## src/rtl/packet_assembler.sv

```systemverilog
// Frames SYNC-delimited byte strobes into fixed-length packets, with an inter-byte
// timeout that aborts partial packets, and saturating frame/drop counters.
module packet_assembler #(
    parameter int          NBYTES  = 36,
    parameter logic [7:0]  SYNC    = 8'h7E,
    parameter logic [19:0] TIMEOUT = 20'd650000
) (
    input  logic                  clk,
    input  logic                  reset,
    input  logic [7:0]            byte_in,
    input  logic                  byte_valid,
    output logic [8*NBYTES-1:0]   packet,
    output logic                  ready,
    output logic                  busy,
    output logic [7:0]            frame_count,
    output logic [7:0]            drop_count
);

    localparam int            IW        = $clog2(NBYTES);
    localparam int            SW        = 8*NBYTES - 8;
    localparam logic [IW-1:0] LAST_IDX  = IW'(NBYTES - 1);
    localparam logic [19:0]   GAP_LIMIT = TIMEOUT - 20'd1;

    typedef enum logic {IDLE, COLLECT} state_t;

    state_t        state, state_next;
    logic [IW-1:0] idx;
    logic [19:0]   gap;
    logic [SW-1:0] shreg;
    logic          start, take, finish, abort;

    always_ff @(posedge clk or negedge reset) begin
        if (!reset) state <= IDLE;
        else        state <= state_next;
    end

    // A strobe in COLLECT always wins over the timeout check.
    always_comb begin
        state_next = state;
        start      = 1'b0;
        take       = 1'b0;
        finish     = 1'b0;
        abort      = 1'b0;
        case (state)
            IDLE: begin
                if (byte_valid && byte_in == SYNC) begin
                    start      = 1'b1;
                    state_next = COLLECT;
                end
            end
            COLLECT: begin
                if (byte_valid) begin
                    take = 1'b1;
                    if (idx == LAST_IDX) begin
                        finish     = 1'b1;
                        state_next = IDLE;
                    end
                end else if (gap == GAP_LIMIT) begin
                    abort      = 1'b1;
                    state_next = IDLE;
                end
            end
            default: state_next = IDLE;
        endcase
    end

    always_ff @(posedge clk or negedge reset) begin
        if (!reset) begin
            idx         <= '0;
            gap         <= '0;
            shreg       <= '0;
            packet      <= '0;
            ready       <= 1'b0;
            frame_count <= 8'd0;
            drop_count  <= 8'd0;
        end else begin
            ready <= finish;
            if (start)
                idx <= '0;
            else if (take)
                idx <= idx + 1'b1;
            if (start || take || abort)
                gap <= '0;
            else if (state == COLLECT)
                gap <= gap + 20'd1;
            if (take)
                shreg <= {shreg[SW-9:0], byte_in};
            // packet only moves on the final byte, so it holds between frames
            if (finish)
                packet <= {shreg, byte_in};
            if (finish && frame_count != 8'hFF)
                frame_count <= frame_count + 8'd1;
            if (abort && drop_count != 8'hFF)
                drop_count <= drop_count + 8'd1;
        end
    end

    assign busy = (state == COLLECT);

endmodule

```

## config.mk

```make
export PLATFORM = sky130hd
export DESIGN_NAME = packet_assembler
export DESIGN_NICKNAME = d
export VERILOG_FILES = /design/src/rtl/packet_assembler.sv
export SDC_FILE = /design/constraint.sdc
export NUM_CORES = 1
export LEC_CHECK = 0
export CORE_AREA = 2 2 227 229
export CTS_CLUSTER_DIAMETER = 200
export DETAILED_ROUTE_END_ITERATION = 10
export DIE_AREA = 0 0 229 231
export PLACE_DENSITY = 0.69
export SETUP_SLACK_MARGIN = 0.2
export SLEW_MARGIN = 20
export SYNTH_ARGS = -nofsm -noshare
export SYNTH_HDL_FRONTEND = slang
export SYNTH_SLANG_ARGS = --single-unit
export TNS_END_PERCENT = 50
```

## constraint.sdc

```tcl
create_clock -name clk -period 2.7 [get_ports clk]
set_clock_uncertainty 0.1 [all_clocks]
set_input_delay 0.81 -clock clk [delete_from_list [all_inputs] [get_ports clk]]
set_output_delay 0.81 -clock clk [all_outputs]
set_load 0.01 [all_outputs]
```

==> impl_metrics.env <==
export IMPL_synthXorXnorAreaFrac_pct=0.861
export IMPL_max_stage_delay_ns=0.59
export IMPL_fmax_ghz=0.403
export IMPL_grt_pass1_wl_um=97400
export IMPL_use_met2_pct=36.0
export IMPL_routed_via_density=4.94
export IMPL_fin_crit_ns=2.48
export IMPL_path_delay_family="buffers and inverters"
export IMPL_dp_final_hpwl_um=39200
export IMPL_worst_slew_pin_slew_ns=0.651
export IMPL_wl_per_cell_um=15.9
export IMPL_place_congestion=0.832
export IMPL_grt_pass1_vias=18600
export IMPL_crit_path_start_kind="flop"
export IMPL_rows=83
export IMPL_rsz0062_at_grt="yes"
export IMPL_finish_utilization_pct=59.6
export IMPL_use_met1_pct=31.1
export IMPL_start_util_pct=46.2
export IMPL_synth_area_um2=23400
export IMPL_dieWidth_um=229
export IMPL_switching_share_pct=23.8
export IMPL_num_vias=18300
export IMPL_globalRouteTotalUtil_pct=22.7
export IMPL_syn_to_final_growth_pct=28.9
export IMPL_synth_top_area_cell="dfrtp_1"
export IMPL_holdWs_ns=0.0263
export IMPL_final_antenna_net_count=0
export IMPL_cts_tree="yes"
export IMPL_n_antenna_cell=0
export IMPL_power_net_switching_uw=4800
export IMPL_wl_um=59000
export IMPL_cp_cell_sequence="clkdlybuf4s50_1"
export IMPL_drt_iter0_markers=1456
export IMPL_ys_seq_elements=612
export IMPL_final_common_cell="nand2_1"
export IMPL_chipHeight_um=231
export IMPL_stdcell_count=3699
export IMPL_critPathBufInv=1
export IMPL_yosys_warnings=0
export IMPL_p_seq_share_pct=50.9
export IMPL_path_max_fanout=2
export IMPL_dieArea_um2=52900
export IMPL_root_buffer="clkbuf_16"
export IMPL_synthMuxAreaShare_pct=0.192
export IMPL_status="completed"
export IMPL_synth_fa_ha_area_share_pct=0.214
export IMPL_synth_nets=2650
export IMPL_p_int_uw=15400
export IMPL_ir_drop_mv=0.403
export IMPL_hold_buffers=0
export IMPL_clkTransAtPathRegs_ns=0.06
export IMPL_ctsHtreeMaxLevel=3
export IMPL_overflow=0
export IMPL_cap_viol_max_count=0
export IMPL_synth_top_family_by_area="simple AND/OR/NAND/NOR gates"
export IMPL_hold_violations=0
export IMPL_synth_cells=2635
export IMPL_yosysTopAreaCellShare_pct=65.4
export IMPL_powerDensity_nw_per_um2=669
export IMPL_drc_errors=0
export IMPL_dp_cells=3581
export IMPL_timing_final_crit_share_pct=91.9
export IMPL_grt_max_degree=84
export IMPL_gr_usage_met3_pct=4.90
export IMPL_hp_class="input pin to async pin"
export IMPL_ys_types=39
export IMPL_cts_made_buffers=66
export IMPL_antenna_found_initial=0
export IMPL_critical_path_arrival_ns=1.57
export IMPL_tns_ns=0
export IMPL_required_ns=1.79
export IMPL_busiest_layer="met2"
export IMPL_synth_compound_area_share_pct=0.845
export IMPL_avgSynthCellArea_um2=8.88
export IMPL_synth_top_cells_by_area="dfrtp_1 65%, nand2_1 28%, clkbuf_1 1.6%"
export IMPL_nets=2992
export IMPL_slew_headroom_pct=56.3
export IMPL_most_common_layout_cells="1,725 x nand2_1, 605 x dfrtp_1, 291 x clkdlybuf4s50_1, 68 x clkbuf_16, 54 x buf_4"
export IMPL_crit_type="flop to output pin"
export IMPL_crit_slowest_cell="clkdlybuf4s50_1"
export IMPL_cts_sinks=612
export IMPL_ctsLongestPathBuffers=3
export IMPL_core_area_um2=50700
export IMPL_drive_gt1_share_pct=6.76
export IMPL_clk_latency_ns=0.59
export IMPL_first_pass_iters=7
export IMPL_p_comb_share_pct=5.0
export IMPL_p_clk_share_pct=44.2
export IMPL_synth_simple_area_share_pct=30.1
export IMPL_ys_seq_area_share_pct=65.4
export IMPL_setup_viol=0
export IMPL_leakage_uw=0.0165
export IMPL_cp_end_kind="output pin"
export IMPL_slew_viol_final=0
export IMPL_numPortBuffers=316
export IMPL_ios=317
[metal layers]
| layer | wire (um) | share of wire (%) |
|---|---|---|
| met1 | 26200 | 44 |
| met2 | 27700 | 47 |
| met3 | 3610 | 6.1 |
| met5 | 0 | 0 |
| met4 | 1470 | 2.5 |
[cell families after synthesis]
family,Yosys count
xor+xnor,23
buf+inv,136
simple gates,1821
flops,612
fa+ha+maj,4
mux,4
compound gates,35
[final timing paths]
path | start | end | slack [ns] | cells after the start
worst max-delay path | packet[267] | packet[267] | 0.22 | 1
worst min-delay path | reset | drop_count[5] | 0.03 | 1
worst max register to register | frame_count[1] | frame_count[0] | 0.59 | 7
worst min register to register | packet[6] | packet[6] | 0.37 | 2
max in group asynchronous | reset | frame_count[6] | 1.63 | 2
min in group clk | packet[6] | packet[6] | 0.37 | 2
[per-stage QoR]
step	worst slack (ns)	power [uW]	cell area [um^2]
2_1_floorplan	0.453	10800	23400
3_3_place_gp	-0.162	11400	28000
3_5_place_dp	-0.219	11500	28000
4_1_cts	0.175	20500	30100
5_1_grt	0.184	21000	30200
6_report	0.218	20200	30200
[synth_stat cells, drive strengths merged]
library cell / count
xnor2: 9
and3b: 1
a31oi: 2
and4b: 1
nand4b: 1
nand2b: 1
nor4: 12
nor2b: 1
inv: 5
nor2: 19
and3: 3
dfrtp: 612
mux2: 4
or4: 1
buf: 33
and2: 1
nand3b: 1
a22o: 1
nor3b: 2
nand3: 19
nand2: 1726
o211ai: 2
nor3: 10
a21oi: 11
o21ai: 18
ha: 4
nand4: 9
nor4bb: 2
and4bb: 2
clkbuf: 98
or3: 6
and4: 3
xor2: 14
a41oi: 1
[final cells by class]
class	instances	area (um^2)
flip-flops and latches	612	15300
repair buffers	405	4290
well taps	680	851
multi-input cells	1887	7570
inverters	5	26.3
fillers	4380	20500
clock buffers	92	1860
clock inverters	18	259
[registers in the layout, summed over array words and instances, names as in the netlist]
name         count
shreg          280
drop_count       8
ready            1
idx              6
gap             20
frame_count      8
busy             1
packet         288
[power by group through the flow]
stage | combinational [uW] | clock (uW) | sequential [uW]
floorplan | 576 | 0 | 10200
global placement | 984 | 0 | 10400
detailed placement | 1030 | 0 | 10400
CTS | 1030 | 9160 | 10300
global route | 1190 | 9500 | 10300
finish | 1000 | 8930 | 10300
[what timing repair did]
item,CTS,global route
pin swaps,0,0
buffers inserted,4,4
setup endpoints to repair,37,31
gates cloned,0,0
gates resized for setup,18,13
Power figures use the tool's default switching activity.
